[src/rtl/booth_digit_issuer.sv]
// Radix-4 Booth digit issuer: accepts one multiplier operand and streams its
// Booth triplets, one per handshake, with decoded neg/two/zero flags.
module booth_digit_issuer #(
  parameter int DW = 8,
  parameter int IW = $clog2(DW/2+1)
) (
  input  logic          clk,
  input  logic          rst,
  input  logic          in_valid,
  output logic          in_ready,
  input  logic [DW-1:0] in_mult,
  input  logic          in_as,
  output logic          out_valid,
  input  logic          out_ready,
  output logic [2:0]    out_encode,
  output logic          out_as,
  output logic [IW-1:0] out_idx,
  output logic          out_last,
  output logic          out_neg,
  output logic          out_two,
  output logic          out_zero
);

  typedef enum logic {IDLE, ISSUE} state_t;

  localparam int SW = DW + 3;
  localparam logic [IW-1:0] LAST_S = IW'(DW/2 - 1);
  localparam logic [IW-1:0] LAST_U = IW'(DW/2);

  state_t        state_q, state_d;
  logic [SW-1:0] sr_q, sr_d;
  logic          as_q, as_d;
  logic [IW-1:0] idx_q, idx_d;
  logic          idx_is_last;

  // Unsigned operands need one extra digit to absorb the zero-extended top bit.
  assign idx_is_last = (idx_q == (as_q ? LAST_S : LAST_U));

  // NOTE: sequential state uses <= so every flop samples pre-edge values.
  always_ff @(posedge clk) begin
    if (rst) state_q <= IDLE;
    else     state_q <= state_d;
  end

  always_ff @(posedge clk) begin
    if (rst) begin
      sr_q  <= '0;
      as_q  <= 1'b0;
      idx_q <= '0;
    end else begin
      sr_q  <= sr_d;
      as_q  <= as_d;
      idx_q <= idx_d;
    end
  end

  // NOTE: defaults first so no path leaves a signal unassigned (no latch).
  always_comb begin
    state_d = state_q;
    case (state_q)
      IDLE:    if (in_valid) state_d = ISSUE;
      ISSUE:   if (out_ready && idx_is_last) state_d = IDLE;
      default: state_d = IDLE;
    endcase
  end

  always_comb begin
    sr_d  = sr_q;
    as_d  = as_q;
    idx_d = idx_q;
    if (state_q == IDLE && in_valid) begin
      sr_d  = {(in_as ? {2{in_mult[DW-1]}} : 2'b00), in_mult, 1'b0};
      as_d  = in_as;
      idx_d = '0;
    end else if (state_q == ISSUE && out_ready && !idx_is_last) begin
      sr_d  = {{2{sr_q[SW-1]}}, sr_q[SW-1:2]};
      idx_d = idx_q + 1'b1;
    end
  end

  always_comb begin
    in_ready   = (state_q == IDLE);
    out_valid  = 1'b0;
    out_encode = 3'b000;
    out_as     = 1'b0;
    out_idx    = '0;
    out_last   = 1'b0;
    out_neg    = 1'b0;
    out_two    = 1'b0;
    out_zero   = 1'b0;
    if (state_q == ISSUE) begin
      out_valid  = 1'b1;
      out_encode = sr_q[2:0];
      out_as     = as_q;
      out_idx    = idx_q;
      out_last   = idx_is_last;
      out_zero   = (sr_q[2:0] == 3'b000) || (sr_q[2:0] == 3'b111);
      out_two    = (sr_q[2:0] == 3'b011) || (sr_q[2:0] == 3'b100);
      out_neg    = sr_q[2] & ~out_zero;
    end
  end

endmodule

[config.mk]
export PLATFORM = sky130hd
export DESIGN_NAME = booth_digit_issuer
export DESIGN_NICKNAME = d
export VERILOG_FILES = /design/src/rtl/booth_digit_issuer.sv
export SDC_FILE = /design/constraint.sdc
export NUM_CORES = 1
export LEC_CHECK = 0
export CAP_MARGIN = 10
export CELL_PAD_IN_SITES_DETAIL_PLACEMENT = 1
export CELL_PAD_IN_SITES_GLOBAL_PLACEMENT = 1
export CORE_ASPECT_RATIO = 1.4
export CORE_MARGIN = 5
export CORE_UTILIZATION = 38
export CTS_BUF_LIST = sky130_fd_sc_hd__clkbuf_2
export DETAILED_ROUTE_END_ITERATION = 16
export GPL_TIMING_DRIVEN = 1
export PLACE_DENSITY = 0.95
export SYNTH_ARGS = -nofsm -noshare
export SYNTH_HDL_FRONTEND = slang
export SYNTH_SLANG_ARGS = --single-unit
[constraint.sdc]
create_clock -name clk -period 4.58 [get_ports clk]
set_clock_uncertainty 0.05 [all_clocks]
set_input_delay 1.374 -clock clk [delete_from_list [all_inputs] [get_ports clk]]
set_output_delay 1.374 -clock clk [all_outputs]
set_load 0.03 [all_outputs]
==> results of run 1 <==
==> where the power goes <==
group	internal (uW)	switching, uW	leakage [uW]
Clock	17.9	44.8	0.0000125
Combinational	26.5	29.6	0.000240
Sequential	147	9.04	0.000131
==> metal layers <==
metal	track usage [%]	wire, um	vias to the layer above
met5	0	0	-
met4	4.92	38	0
li1	-	-	464
met1	18.4	1160	466
met3	3.27	150	6
met2	31.1	1380	34
==> tightest hold or removal path: cells and delay by family, from the launching register on <==
kind	cells	cell delay, ns
simple gates	1	0.06
compound gates	1	0.08
flops	1	0.34
==> worst max-delay path by stage <==
stage          startpoint       end  slack [ns]
6_report         idx_q[0]  out_last        0.86
5_1_grt          idx_q[0]  out_last        0.67
4_1_cts          idx_q[0]  out_last        0.91
3_5_place_dp     idx_q[0]  out_last        1.27
3_3_place_gp     idx_q[0]  out_last        1.31
2_1_floorplan     state_q   out_neg        1.25
==> cell usage in the layout, fill, tap and decap left out, types with 2 or more instances in the layout <==
| cell type | Yosys | routed |
|---|---|---|
| and4b_1 | 2 | 2 |
| o21ai_0 | 2 | 2 |
| dfxtp_1 | 16 | 16 |
| o311ai_0 | 3 | 3 |
| o31ai_1 | 9 | 9 |
| and2_1 | 7 | 7 |
| nor2_1 | 8 | 8 |
| inv_1 | 2 | 2 |
| clkdlybuf4s50_1 | 0 | 25 |
| nand2_1 | 5 | 5 |
| a31oi_1 | 3 | 3 |
| nand2b_1 | 2 | 2 |
| a311oi_1 | 6 | 6 |
| clkbuf_2 | 0 | 3 |
| a21oi_1 | 9 | 9 |
| nor2b_1 | 2 | 2 |
| nand4_1 | 10 | 10 |
==> flip-flops by register name, indices dropped and copies added (netlist names) <==
register	count
as_q	1
state_q	1
sr_q	11
idx_q	3
==> kinds of logic after synthesis <==
group | after synthesis
and+or+nand+nor | 47
adders and majority gates | 1
DFF | 16
AOI/OAI and AO/OA | 34
buffers and inverters | 12
==> per-stage QoR <==
stage	utilization, %	instance area [um^2]	hold slack [ns]
after floorplan	-	925	0.412
after global placement	48.6	1150	0.428
after detailed placement	48.6	1150	0.441
after CTS	49.2	1160	0.470
after global routing	49.2	1160	0.485
final	49.2	1160	0.465
==> area by class of cell <==
cell class	instances	share of cell area, %
clock buffer	3	1.29
inverter	2	0.645
multi-input combinational	82	46.6
sequential	16	27.5
tap	23	2.47
timing repair buffer	25	21.5
==> results by group, run 1 <==
Run status
  – Status: finished clean

Timing
  – Max Slew Vio Count: 0
  – # setup viols final: 0
  – Worst slew pin tran: 1.05 ns
  – RSZ-0062 raised after global routing: false
  – Sum of negative setup slack: 0 ns
  – Clock period minus worst slack: 3.72 ns
  – Max frequency: 269 MHz
  – Slew Limit Headroom: 30.0%
  – Hold violation total from the final report: 0
  – Final period util: 81.2%
  – Setup ws final: 0.859 ns

GRT
  – First-pass GRT wire length: 4440 um
  – Total Routing Usage GR: 16.5%
  – Initial antenna violation count: 0
  – Vias in the first global route: 974
  – Grt ovf: 0
  – Largest net degree at the start of global routing: 19

Detailed routing
  – Vias/cell: 6.42
  – DRC Markers: 0
  – Via count: 970
  – Pre-antenna DRT Iters: 4
  – Initial DRC Count: 18
  – Detailed-route wire length: 2730 um
  – Post-route ant nets: 0
  – Average wire per standard cell: 18.1 um

Worst setup path
  – Largest delay share family, worst path: buffers and inverters
  – Slowest-stage cell, CP: clkdlybuf4s50_1
  – Setup crit start kind: flop
  – Reg2reg end: sr_q[6]
  – Worst path cell trace: nand4b_1, a21oi_1, clkdlybuf4s50_1
  – WP buf/inv: 1
  – Setup CP Type: reg2out
  – FF-to-FF path depth: 3
  – Critical path depth in cells: 3
  – CP max FO: 13
  – R2r setup slk: 2.60 ns
  – Biggest cell delay along the critical path: 0.70 ns
  – Worst r2r src: idx_q[0]
  – Crit path required time: 3.16 ns
  – Crit path DAT: 2.30 ns
  – Crit. End Element: primary output

Die
  – Die ar.: 3530 um^2
  – Site Rows: 21
  – Die X: 51.7 um
  – Core box area: 2360 um^2
  – Initial core utilization: 39.1%
  – Top-level I/O count: 26
  – Chip height: 68.4 um

Placed design
  – Placed cells: 148
  – HPWL Detailed: 2000 um
  – Port Buffers: 25
  – Gpl congestion: 0.756
  – Place WS: 1.27 ns

Logic synthesis
  – Mux contribution to synthesized area: 0%
  – Async set or reset register ratio after synthesis: 0%
  – Top-count cell post-synth: dfxtp_1
  – Main combinational cell family by area after synthesis: simple AND/OR/NAND/NOR gates
  – Post-Syn Area: 925 um^2
  – Syn_area_per_cell: 8.41 um^2
  – Largest area contributor in the netlist: dfxtp_1
  – Yosys warning total: 0
  – Cells after Synth: 110
  – Xor/xnor share of the synthesized area: 0%
  – Netlist cell types: 33
  – Register area share after synthesis: 34.6%
  – Synth Area in Adders: 1.35%
  – Register bit total from synthesis: 16
  – Post-synth top area share: 34.6%
  – Simple-gate share of the synthesized area: 31.7%
  – Post-synth EDFFs: 0
  – Ys flop type: dfxtp_1
  – Top cells by count, synth: dfxtp_1 (16), nand4_1 (10), a21oi_1 (9), o31ai_1 (9), nor2_1 (8)
  – Complex-gate fraction of the synthesized area: 25.6%
  – Post-Syn Nets: 124
  – Top cells by area, synth: dfxtp_1 (35%), o31ai_1 (7.3%), nand4_1 (6.8%), a311oi_1 (5.7%), a21oi_1 (4.9%)

Cells and area
  – Nets@finish: 144
  – Layout area overhead: 25.8%
  – Final std cells w/o fill: 151
  – Reg area: 320 um^2
  – Ratio of cells with drive above 1 in the final layout: 7.03%
  – Fillers: 280
  – Multi-input combinational cell area: 542 um^2
  – # diodes: 0

Clocking
  – Maximum clock insertion buffer count: 2
  – Clk pin slew, worst setup/hold paths: 0.15 ns
  – Post-CTS setup buffers: 0
  – Root buffer cell: clkbuf_2
  – CTS tree: yes
  – H-tree levels: 1
  – Hold_buf cts: 0
  – Num CTS Buffers: 3
  – Clk Latency, worst-skew pair: 0.29 ns
  – Post-cts gate resize count: 0
  – Clk sinks: 16

Power and ir drop
  – Overall power: 275 uW
  – Max VDD drop: 0.0963 mV
  – Lkg Pwr: 0.000384 uW
  – PD cells: 236 nW/um^2

Hold path
  – Hold path endpoint: sr_q[4]
  – Hold Path Cell Cnt: 2
  – Hold Crit Class: reg2reg
  – Hold wc startpoint: sr_q[6]

Run
  – Max cap viols: 0
(Power assumes the default switching activity.)
==> run 2: changes to the inputs <==
--- a/config.mk
+++ b/config.mk
@@ -10,11 +10,11 @@
 export CELL_PAD_IN_SITES_GLOBAL_PLACEMENT = 1
 export CORE_ASPECT_RATIO = 1.4
 export CORE_MARGIN = 5
-export CORE_UTILIZATION = 38
+export CORE_UTILIZATION = 32
 export CTS_BUF_LIST = sky130_fd_sc_hd__clkbuf_2
 export DETAILED_ROUTE_END_ITERATION = 16
 export GPL_TIMING_DRIVEN = 1
-export PLACE_DENSITY = 0.95
+export PLACE_DENSITY = 0.89
 export SYNTH_ARGS = -nofsm -noshare
 export SYNTH_HDL_FRONTEND = slang
 export SYNTH_SLANG_ARGS = --single-unit
==> constraint.sdc (replaced) <==
create_clock -name clk -period 2.98 [get_ports clk]
set_clock_uncertainty 0.05 [all_clocks]
set_input_delay 0.894 -clock clk [delete_from_list [all_inputs] [get_ports clk]]
set_output_delay 0.894 -clock clk [all_outputs]
set_load 0.03 [all_outputs]
==> results by group, run 2 (synthesis results as in run 1) <==
Placed design
  – Area after DPL: 1190 um^2 (+3.5%)
  – Place WS: 0.257 ns (-1.01 ns)
  – Gpl congestion: 0.749 (-0.86%)
  – HPWL Detailed: 2050 um (+2.5%)
  – Port Buffers: 25 (unchanged)

Timing
  – # setup viols final: 0 (unchanged)
  – Hold violation total from the final report: 0 (unchanged)
  – Max Slew Vio Count: 0 (unchanged)
  – Clock period minus worst slack: 2.84 ns
  – Fin Hold WS: 0.460 ns (-0.00545 ns)
  – Max frequency: 352 MHz
  – Worst slew pin tran: 1.09 ns (+0.0397 ns)
  – Slew Limit Headroom: 27.3% (-2.7 points)
  – Setup ws final: 0.140 ns (-0.719 ns)
  – Sum of negative setup slack: 0 ns (unchanged)
  – RSZ-0062 raised after global routing: false
  – Final period util: 95.3%

Detailed routing
  – Average wire per standard cell: 16.7 um (-7.7%)
  – Initial DRC Count: 16 (-2)
  – DRC Markers: 0 (unchanged)
  – Vias/cell: 5.76 (-10%)
  – Detailed-route wire length: 2820 um (+3.3%)
  – Via count: 974 (+0.41%)
  – Post-route ant nets: 0 (unchanged)
  – Pre-antenna DRT Iters: 5 (+1)

Worst setup path
  – Setup crit end: out_zero
  – Biggest cell delay along the critical path: 0.68 ns (-0.02 ns)
  – Crit. End Element: primary output
  – Setup crit start kind: flop
  – Worst setup startpoint: sr_q[0]
  – Crit path DAT: 1.90 ns (-0.40 ns)
  – Largest delay share family, worst path: buffers and inverters
  – Setup CP Type: reg2out
  – Worst r2r src: as_q
  – FF-to-FF path depth: 3 (unchanged)
  – WP buf/inv: 1 (unchanged)
  – Worst path cell trace: or3_1, a21oi_1, clkdlybuf4s50_1
  – Slowest-stage cell, CP: clkdlybuf4s50_1
  – CP max FO: 7 (-6)
  – Reg2reg end: sr_q[6]
  – R2r setup slk: 1.01 ns (-1.59 ns)
  – Crit path required time: 2.04 ns (-1.12 ns)
  – Critical path depth in cells: 3 (unchanged)

GRT
  – Largest net degree at the start of global routing: 19 (unchanged)
  – Initial antenna violation count: 0 (unchanged)
  – First-pass GRT wire length: 4820 um (+8.4%)
  – Grt ovf: 0 (unchanged)
  – Vias in the first global route: 995 (+2.2%)
  – Total Routing Usage GR: 14.6% (-1.9 points)

Cells and area
  – Layout area overhead: 30.3%
  – Biggest register: sr_q
  – Design area: 1200 um^2 (+3.5%)
  – Commonest non-fill, non-tap cell in the layout: clkdlybuf4s50_1
  – # diodes: 0 (unchanged)
  – Top flop regs: sr_q (11), idx_q (3)
  – Utilization after layout: 42.7% (-6.5 points)
  – Number of flip-flops in the largest register: 11 (unchanged)
  – Commonest non-fill, non-tap cells in the layout: clkdlybuf4s50_1 (23), dfxtp_1 (16), nand4_1 (10)
  – Nets@finish: 147 (+2.1%)
  – Ratio of cells with drive above 1 in the final layout: 9.09% (+2.1 points)

Clocking
  – Num CTS Buffers: 3 (unchanged)
  – Clk sinks: 16 (unchanged)
  – CTS tree: yes
  – H-tree levels: 1 (unchanged)
  – Maximum clock insertion buffer count: 2 (unchanged)
  – Clk pin slew, worst setup/hold paths: 0.17 ns (+0.02 ns)
  – Hold_buf cts: 0 (unchanged)
  – Root buffer cell: clkbuf_2
  – Clk Latency, worst-skew pair: 0.31 ns (+0.02 ns)

Die
  – Site Rows: 23 (+9.5%)
  – Initial core utilization: 32.8% (-6.3 points)
  – Chip height: 73.6 um (+7.7%)
  – Core box area: 2820 um^2 (+19%)
  – Top-level I/O count: 26 (unchanged)
  – Die ar.: 4080 um^2 (+15%)
  – Die X: 55.4 um (+7.2%)

Power and ir drop
  – Internal power: 297 uW (+55%)
  – Sequential power share: 55.1% (-1.7 points)
  – Switching power: 135 uW (+62%)
  – PD cells: 358 nW/um^2 (+52%)
  – Switch share: 31.3% (+0.91 points)
  – Lkg Pwr: 0.000408 uW (+6.3%)
  – Clock power share: 24.4% (+1.6 points)
  – Comb pwr share: 20.6% (+0.2 points)
  – Max VDD drop: 0.177 mV (+84%)

Hold path
  – Hold Crit Class: reg2reg

Run status
  – Status: finished clean

Run
  – Max cap viols: 0 (unchanged)
run 2: changes by cell type in the layout (fill, tap and decap cells not counted):
cell and change:
clkinv_1 +1, buf_4 +3, clkdlybuf4s50_1 -2, dlygate4sd2_1 +2
run 2: tightest hold or removal path, stage by stage, from the launching register on:
cell	delay [ns]
dfxtp_1	0.35
nand4_1	0.06
a311oi_1	0.08
run 2: repair_timing:
| item | in CTS | in global routing |
|---|---|---|
| resized for setup | 2 | 0 |
| setup endpoints to repair | 2 | 0 |
| buffers inserted | 0 | 0 |
run 2: area by class of cell:
type	count	area, um^2
Tap cell	37	46.3
Clock buffer	3	15.0
Fill cell	359	1620
Inverter	2	7.51
Multi-Input combinational cell	82	542
Timing Repair Buffer	28	270
Clock inverter	1	3.75
Sequential cell	16	320
run 2: metrics by stage:
| step | total power, uW | instances |
|---|---|---|
| 3_5_place_dp | 332 | 165 |
| 4_1_cts | 438 | 169 |
| 6_report | 432 | 169 |
| 5_1_grt | 451 | 169 |
| 2_1_floorplan | 290 | 110 |
| 3_3_place_gp | 327 | 165 |
run 2: power by group through the flow:
stage                     Clock, uW  Sequential (uW)  Combinational [uW]
after global placement            0              240                86.5
after CTS                       111              238                89.6
after detailed placement          0              242                89.6
final                           105              238                88.7
after floorplan                   0              240                50.0
after global routing            114              239                96.9
run 2: worst min path at each step:
stage / depth (start not counted) / from / end
floorplan: 2 / sr_q[8] / sr_q[8]
global placement: 2 / sr_q[9] / sr_q[7]
detailed placement: 2 / sr_q[6] / sr_q[4]
CTS: 2 / sr_q[6] / sr_q[4]
global route: 2 / sr_q[6] / sr_q[4]
finish: 2 / sr_q[6] / sr_q[4]
run 2: per-layer routing:
layer	global-route usage (%)	up-vias	share of wire, %
li1	-	474	-
met4	5.68	0	1.2
met2	27.2	36	51
met3	2.28	4	4.5
met1	16.6	460	43
met5	0	-	0
==> run 3: changes to the inputs <==
--- a/config.mk
+++ b/config.mk
@@ -5,7 +5,6 @@
 export SDC_FILE = /design/constraint.sdc
 export NUM_CORES = 1
 export LEC_CHECK = 0
-export CAP_MARGIN = 10
 export CELL_PAD_IN_SITES_DETAIL_PLACEMENT = 1
 export CELL_PAD_IN_SITES_GLOBAL_PLACEMENT = 1
 export CORE_ASPECT_RATIO = 1.4
==> results of run 3 <==
Final layout, timing and power as in run 2 (identical DEF).
